## src/rtl/ofc_filter_engine.sv

```systemverilog
// Optimal-filter amplitude engine: pedestal-subtracted weighted sum of NSAMP samples.
// Optional macro OFC_TIMING_EN adds b-coefficient bank, PhaseProduct and phase_overflow.
module ofc_filter_engine #(
  parameter int DATA_W    = 14,
  parameter int NSAMP     = 5,
  parameter int COEF_W    = 32,
  parameter int FRAC_BITS = 20,
  parameter int OUT_W     = 16,
  parameter int ACC_W     = 52
) (
  input  logic                      clk,
  input  logic                      rst_n,
  input  logic                      triggerIn,
  input  logic [DATA_W-1:0]         signal,
  input  logic                      coef_wr_en,
  input  logic [$clog2(NSAMP):0]    coef_wr_addr,
  input  logic [COEF_W-1:0]         coef_wr_data,
  output logic                      coef_wr_err,
  output logic                      busy,
  output logic [OUT_W-1:0]          PulseHeight,
  output logic                      outValid,
  output logic                      overflow,
`ifdef OFC_TIMING_EN
  output logic [OUT_W-1:0]          PhaseProduct,
  output logic                      phase_overflow,
`endif
  output logic                      trig_dropped
);

  localparam int KW = $clog2(NSAMP);
  localparam int PW = DATA_W + 1 + COEF_W;
  localparam logic [KW-1:0] KLAST = KW'(NSAMP - 1);

  typedef enum logic [1:0] {IDLE, ACCUM, DONE} state_t;

  state_t state_q, state_d;

  logic [DATA_W-1:0]        ped_q;
  logic [KW-1:0]            k_q;
  logic signed [ACC_W-1:0]  acc_q;
  logic signed [COEF_W-1:0] coef_q [NSAMP];

  logic start, step, finish, wr_ok, wr_err, drop;
  logic [KW-1:0] wr_idx;
  logic wr_bank, idx_ok, bank_ok;

  logic signed [DATA_W:0] diff;
  logic signed [PW-1:0]   prod;
  logic [OUT_W:0]         sat_a;

  assign wr_idx  = coef_wr_addr[KW-1:0];
  assign wr_bank = coef_wr_addr[KW];
  assign idx_ok  = (wr_idx != '0) &&
                   ({1'b0, wr_idx} < (KW+1)'(NSAMP));
`ifdef OFC_TIMING_EN
  assign bank_ok = 1'b1;
`else
  assign bank_ok = !wr_bank;
`endif

  assign diff = $signed({1'b0, signal}) - $signed({1'b0, ped_q});
  assign prod = PW'(diff) * PW'(coef_q[k_q]);

  // Floor-shift out the fraction, then clip; returns {clipped, value}
  function automatic logic [OUT_W:0] sat(input logic signed [ACC_W-1:0] a);
    logic signed [ACC_W-1:0] r;
    logic [ACC_W-OUT_W:0]    up;
    r  = a >>> FRAC_BITS;
    up = r[ACC_W-1:OUT_W-1];
    if (&up || ~|up)
      return {1'b0, r[OUT_W-1:0]};
    else if (r[ACC_W-1])
      return {1'b1, 1'b1, {(OUT_W-1){1'b0}}};
    else
      return {1'b1, 1'b0, {(OUT_W-1){1'b1}}};
  endfunction

  assign sat_a = sat(acc_q);

  // State register
  always_ff @(posedge clk) begin
    if (!rst_n) state_q <= IDLE;
    else        state_q <= state_d;
  end

  // Next state, phase strobes and write arbitration
  always_comb begin
    state_d = state_q;
    start   = 1'b0;
    step    = 1'b0;
    finish  = 1'b0;
    drop    = 1'b0;
    wr_ok   = 1'b0;
    wr_err  = 1'b0;
    unique case (state_q)
      IDLE: begin
        if (triggerIn) begin
          start   = 1'b1;
          state_d = ACCUM;
        end
      end
      ACCUM: begin
        step = 1'b1;
        drop = triggerIn;
        if (k_q == KLAST) state_d = DONE;
      end
      DONE: begin
        finish = 1'b1;
        if (triggerIn) begin
          start   = 1'b1;
          state_d = ACCUM;
        end else begin
          state_d = IDLE;
        end
      end
      default: state_d = IDLE;
    endcase
    if (coef_wr_en) begin
      if (state_q != ACCUM && !start && idx_ok && bank_ok)
        wr_ok = 1'b1;
      else
        wr_err = 1'b1;
    end
  end

  // Datapath: pedestal, accumulator, coefficient bank, registered outputs
  always_ff @(posedge clk) begin
    if (!rst_n) begin
      ped_q        <= '0;
      k_q          <= '0;
      acc_q        <= '0;
      busy         <= 1'b0;
      PulseHeight  <= '0;
      overflow     <= 1'b0;
      outValid     <= 1'b0;
      trig_dropped <= 1'b0;
      coef_wr_err  <= 1'b0;
      for (int i = 0; i < NSAMP; i++) coef_q[i] <= '0;
    end else begin
      outValid     <= finish;
      trig_dropped <= drop;
      coef_wr_err  <= wr_err;
      if (start) begin
        ped_q <= signal;
        acc_q <= '0;
        k_q   <= KW'(1);
        busy  <= 1'b1;
      end else if (finish) begin
        busy  <= 1'b0;
      end
      if (step) begin
        acc_q <= acc_q + ACC_W'(prod);
        k_q   <= k_q + KW'(1);
      end
      if (finish) begin
        PulseHeight <= sat_a[OUT_W-1:0];
        overflow    <= sat_a[OUT_W];
      end
      if (wr_ok && !wr_bank) coef_q[wr_idx] <= coef_wr_data;
    end
  end

`ifdef OFC_TIMING_EN
  logic signed [ACC_W-1:0]  acc_b_q;
  logic signed [COEF_W-1:0] coef_b_q [NSAMP];
  logic signed [PW-1:0]     prod_b;
  logic [OUT_W:0]           sat_b;

  assign prod_b = PW'(diff) * PW'(coef_b_q[k_q]);
  assign sat_b  = sat(acc_b_q);

  // Timing accumulator on the b-coefficient bank
  always_ff @(posedge clk) begin
    if (!rst_n) begin
      acc_b_q        <= '0;
      PhaseProduct   <= '0;
      phase_overflow <= 1'b0;
      for (int i = 0; i < NSAMP; i++) coef_b_q[i] <= '0;
    end else begin
      if (start) acc_b_q <= '0;
      if (step)  acc_b_q <= acc_b_q + ACC_W'(prod_b);
      if (finish) begin
        PhaseProduct   <= sat_b[OUT_W-1:0];
        phase_overflow <= sat_b[OUT_W];
      end
      if (wr_ok && wr_bank) coef_b_q[wr_idx] <= coef_wr_data;
    end
  end
`endif

endmodule

```

## config.mk

```make
export PLATFORM = sky130hd
export DESIGN_NAME = ofc_filter_engine
export DESIGN_NICKNAME = d
export VERILOG_FILES = /design/src/rtl/ofc_filter_engine.sv
export SDC_FILE = /design/constraint.sdc
export NUM_CORES = 2
export LEC_CHECK = 0
export BUFFER_PORTS_ARGS = -buffer_cell sky130_fd_sc_hd__buf_2
export CORE_MARGIN = 8
export CORE_UTILIZATION = 60
export CTS_CLUSTER_SIZE = 12
export DETAILED_ROUTE_END_ITERATION = 10
export MAX_ROUTING_LAYER = met4
export PLACE_DENSITY_LB_ADDON = 0.2
export SLEW_MARGIN = 10
export SYNTH_ARGS = -nofsm -noshare
export SYNTH_HDL_FRONTEND = slang
export SYNTH_SLANG_ARGS = --single-unit
```

## constraint.sdc

```tcl
create_clock -name clk -period 12.8 [get_ports clk]
set_clock_uncertainty 0.15 [all_clocks]
set_input_delay 2.56 -clock clk [delete_from_list [all_inputs] [get_ports clk]]
set_output_delay 2.56 -clock clk [all_outputs]
set_load 0.02 [all_outputs]
```

* Word level (Yosys, flattened, before mapping)
Memories as Yosys holds them, arrays and structs flattened. A register that Yosys moved wholly into a read port is not among the register bits.
Cells that the tools add are included.
** Storage, ports and cells
- Register bits after elaboration :: 92
- RAM bits :: 160
- Output and inout bits :: 21
- Memories kept :: 1
- Input bits :: 54
** Memories
- coef_q :: depth 5, bits a word 32, rd ports 1, clocked after memory_dff 1, wr ports 5, line 41 : logic signed [COEF_W-1:0] coef_q [NSAMP];
** Cells by class
- Multiply operators :: 1
- $add $sub $neg :: 3
- Muxes and demuxes :: 28
- $lt $le $gt $ge :: 1
- Reduce and logical (&&, ||, !) cells :: 20
- Eq/ne operators :: 6
** Operators by type and width (number)
- $mux 52 :: 2
- $add 52x47->52 :: 1
- $mul 15x32->47 :: 1
- $mux 32 :: 1
- $reduce_or 32->1 :: 1
- $mux 17 :: 1
- $reduce_and 17->1 :: 1
- $reduce_or 17->1 :: 1
- $mux 16 :: 1
- $mux 1 :: 15
- $mux 3 :: 5
- $sub 14x14->15 :: 1
- $pmux 2 s3 :: 1
- $reduce_and 2->1 :: 3
- $logic_and 1x1->1 :: 5
- $mux 2 :: 2
- $ne 2x2->1 const B :: 2
- $reduce_bool 2->1 :: 2
- $add 3x1->3 const B :: 1
- $eq 3x3->1 const B :: 1
- $logic_not 1->1 :: 3
- $lt 3x3->1 const B :: 1
- $reduce_bool 3->1 :: 1
- $eq 2x1->1 const B :: 1
- other kinds (5) :: 5

* Depth between registers and ports, before layout
- Depth in word-level cells :: 15
- Mapped depth :: 36
- Mapped depth without buffers :: 34

* Least setup slack after synthesis
Ideal clock, no wire load.
- Path type :: input -> register
- From :: input port signal[0]
- To :: register acc_q[47]
- Stages :: 34
- Library setup time :: 0.124 ns
- Path slack :: 2.521 ns
- Data arrival time :: 10.004 ns
- Data required time :: 12.526 ns
- Path buffers :: 3
- Path through :: inv_1 ha_1 inv_1 fa_1 a21o_1 a21oi_2 o21bai_1 a2111o_1 and3_1 nor2_1 buf_2 buf_1 nand2_1 fa_1 inv_1 fa_1 fa_1 fa_1 fa_1 inv_1 fa_1 inv_1 ha_1 buf_4 nand4_2 or3_1 nor2_1 o21ai_1 a2111oi_0 nand2b_2 a21oi_1 o31ai_2 xnor2_1 o21ai_1
** Between the ends
- Cells in the longest elaborated chain, start to end :: 4
** RTL lines
- start: declaration :: line 14 : input logic [DATA_W-1:0] signal,
- $sub 14x14->15 :: line 61 : assign diff = $signed({1'b0, signal}) - $signed({1'b0, ped_q});
- $mul 15x32->47 :: line 62 : assign prod = PW'(diff) * PW'(coef_q[k_q]);
- $add 52x47->52 :: line 152 : acc_q <= acc_q + ACC_W'(prod);
- $mux 52 :: line 151 : if (step) begin
- end signal: assignment :: line 152
- end: declaration :: line 40 : logic signed [ACC_W-1:0] acc_q;
Every way passes these cells.
A chain may end at the register's enable or synchronous reset.

* Final worst setup path
Ends and elaborated chain as after synthesis.

==> results.yml <==
run_status:
  outcome: "complete, no violations"
clocking:
  tritoncts: "done"
  htreeDepth: 2
  cts.repair.resized: 0
  post_cts_hold_buffer_count: 0
  clk_pin_slew_ns: 0.06
  clkLatencyLatePin_ns: 0.61
  cts_made_buffers: 40
  cts-root-to-sink-buffers: 3
  cts_setup_buffers: 0
  numClockSinks: 351
  clock-root-buffer: "clkbuf_16"
final_layout:
  post-route-util: 0.658
  fin_nets: 4014
  area_growth_pct: 8.58
  multi_input_combinational_cell_area_sq_mm: 0.0212
  seq_area_sq_mm: 0.00960
  fillerInstances: 4367
  drive_above_1_share: 0.0988
floorplanning:
  die_area_sq_mm: 0.0634
  die_w_microns: 252
  initial_utilization: 0.606
  num_io_pins: 75
  placeableCoreArea_sq_mm: 0.0551
  die_y_microns: 252
  row_count: 86
sta:
  timing.max_slew.rel_slack: 0.265
  count_of_pins_over_their_slew_limit: 0
  max_clock_freq_mhz: 89.1
  finalSetupViolations: 0
  grt_setup_unrepaired: "false"
  max_slew.worst_pin.slew_ns: 1.10
  fin_crit_sh: 0.877
  hold_violations: 0
  fin_setup_tns_ns: 0
  timing.final.crit_period_ns: 11.22
worst_setup_path:
  worstSetupPathType: "input port to flop"
  cp_slowest_cell: "fa_1"
  worstRegToRegCells: 32
  endpoint_type_of_the_worst_setup_path: "flop"
  worst_setup_path_start_kind: "input port"
  worstReg2RegEnd: "acc_q[47]"
  critical-path-top-cell-by-count: "fa_1"
  critPathMaxStageDelay_ns: 0.56
  data_required_time_at_the_worst_endpoint_ns: 13.10
  worst_ep_arrival_time_ns: 11.52
  r2r-start: "ped_q[0]"
  r2r_setup_slack_ns: 3.35
  crit_path_max_fanout: 22
place:
  dp_hpwl_microns: 60300
  gp_routability_congestion: 0.925
  buffer_ports.inserted: 74
logic_synthesis:
  yosysWarnings: 0
  syn_area_sq_mm: 0.0334
  asyncSetResetFlopFracSynth: 0
  synth_seq_cells: 351
  synth_flop_cell: "edfxtp_1"
  synth_cell_type_count: 73
  syn_avg_cell_area_sq_um: 10.5
  synth-edff-count: 256
  seq_area_frac_synth: 0.287
  synthesis.instances: 3180
route:
  detail_route.iter0.violations: 1500
  drc: 0
  detail-route-antenna-nets: 0
  met3RoutedLength_microns: 6890
  num_vias: 22300
  detail_route.wl_per_cell_microns: 19.6
  detailroute.wirelength.met2_microns: 37900
  vias_per_cell: 5.46
  drt_met1_wl_microns: 32000
  highest-signal-layer: "met4"
  wl_microns: 80100
  dr.pass1.iters: 5
grt:
  global_route.overflow_total: 0
  global_route_wire_length_before_repair_microns: 131000
  globalRouteTotalUtil: 0.271
  antenna_found_initial: 8
  grt_start_max_net_pins: 54
  via_count_of_the_first_global_routing_pass: 24800
hold_path:
  worst_hold_path.endpoint: "ped_q[11]"
  worst_hold_path.num_cells: 2
  worstHoldPathType: "flop to flop"
  launch_instance_of_the_worst_min_delay_path: "ped_q[11]"
run:
  drv.max_cap_violation_count: 0
-- cells in the final DEF, fill, tap and decap left out, types with 9 or more instances in the layout --
master,netlist,layout
buf_4,1,28
a21o_1,31,31
a22oi_1,25,25
nor2_1,72,67
nor3_1,12,12
xor2_1,21,19
ha_1,152,152
nand4_1,9,9
nor2b_1,83,80
nand2b_1,56,53
mux2_2,30,30
o21ai_0,66,65
fa_1,508,508
xnor2_1,45,37
clkbuf_16,0,40
mux4_2,64,64
buf_2,20,74
and2_1,153,153
dfxtp_1,95,92
o21ai_1,9,9
nor2_2,29,32
diode_2,0,10
nand2_1,414,414
a21oi_1,78,78
a31oi_1,21,21
inv_1,682,682
conb_1,1,128
o21bai_1,13,13
nand3_1,14,14
edfxtp_1,256,256
-- synthesized netlist by cell type, types with 4 or more instances --
library cell	count	area, sq um
a21o_1	31	233
o21ai_1	9	45.0
o21a_1	4	30.0
fa_1	508	10200
nand3_1	14	70.1
o21bai_1	13	97.6
ha_1	152	1900
mux2_2	30	338
nor2_1	72	270
mux2i_1	5	50.1
nand2_1	414	1550
o211ai_1	7	52.6
a22oi_1	25	188
buf_2	20	100
and2_1	153	957
dfxtp_1	95	1900
nand4_1	9	56.3
a21oi_1	78	390
nor2b_1	83	519
nor3_1	12	60.1
clkbuf_1	120	450
a31oi_1	21	131
inv_1	682	2560
nor4_1	7	43.8
buf_1	6	22.5
mux4_2	64	1440
nor2_2	29	181
or3_1	5	31.3
o21ai_0	66	330
a211oi_1	4	30.0
xnor2_1	45	394
and3_1	8	50.1
edfxtp_1	256	7690
nand2b_1	56	350
xor2_1	21	184
-- per-layer routing --
layer	up-vias	GRT usage
met5	-	-
met4	0	0.114
met3	177	0.0670
met2	838	0.428
met1	11300	0.333
li1	10000	-
-- stage by stage --
| stage | instance area, sq um | setup slack, ns | hold WS, ns | std cells |
|---|---|---|---|---|
| after detailed placement | 34900 | 1.02 | 0.293 | 4006 |
| after CTS | 36200 | 1.63 | 0.301 | 4078 |
| after global placement | 34900 | 1.11 | 0.289 | 4006 |
| after floorplan | 33900 | 2.52 | 0.282 | 3307 |
| after global routing | 36200 | 1.02 | 0.322 | 4087 |
| final | 36200 | 1.58 | 0.304 | 4088 |
-- state kept, by name, indices dropped and copies added (netlist names), named ones only --
| signal | count |
|---|---|
| coef_q | 256 |
| busy | 1 |
| acc_q | 52 |
| ped_q | 14 |
| overflow | 1 |
| trig_dropped | 1 |
| PulseHeight | 16 |
| state_q | 2 |
| k_q | 3 |
| coef_wr_err | 1 |
| outValid | 1 |
-- critical path: cells and delay by family --
kind                     cells  cell delay [ns]
AO/OA/AOI/OAI               12             2.70
XOR/XNOR                     2             0.40
adder cells (fa/ha/maj)      9             3.91
buffers and inverters        6             0.70
AND/OR/NAND/NOR              5             1.24
-- kinds of logic after synthesis --
group,count (synthesis),share of synthesized area
compound gates,295,0.0565
flops,351,0.287
simple gates,874,0.127
other cells,1,0.000112
buf+inv,834,0.0954
fa+ha+maj,660,0.362
mux,99,0.0548
xor+xnor,66,0.0173
-- area by class of cell --
class / instances / area share
diodes: 10 / 0.000691
clock buffers: 55 / 0.0311
clock inverters: 17 / 0.00552
inverters: 683 / 0.0708
multi-input cells: 2122 / 0.585
flip-flops and latches: 351 / 0.265
well taps: 748 / 0.0258
repair buffers: 102 / 0.0160
-- worst max-delay path by stage --
stage	startpoint	to	slack [ns]	cells after the start
after floorplan	signal[0]	acc_q[47]	2.52	34
after global placement	signal[0]	acc_q[47]	1.11	34
after detailed placement	signal[0]	acc_q[47]	1.02	34
after CTS	signal[0]	acc_q[51]	1.63	34
after global routing	signal[0]	acc_q[51]	1.02	34
final	signal[0]	acc_q[47]	1.58	34
Power is not shown: default switching activity piles up to over one toggle a cycle in this logic, so the estimate is an artifact.
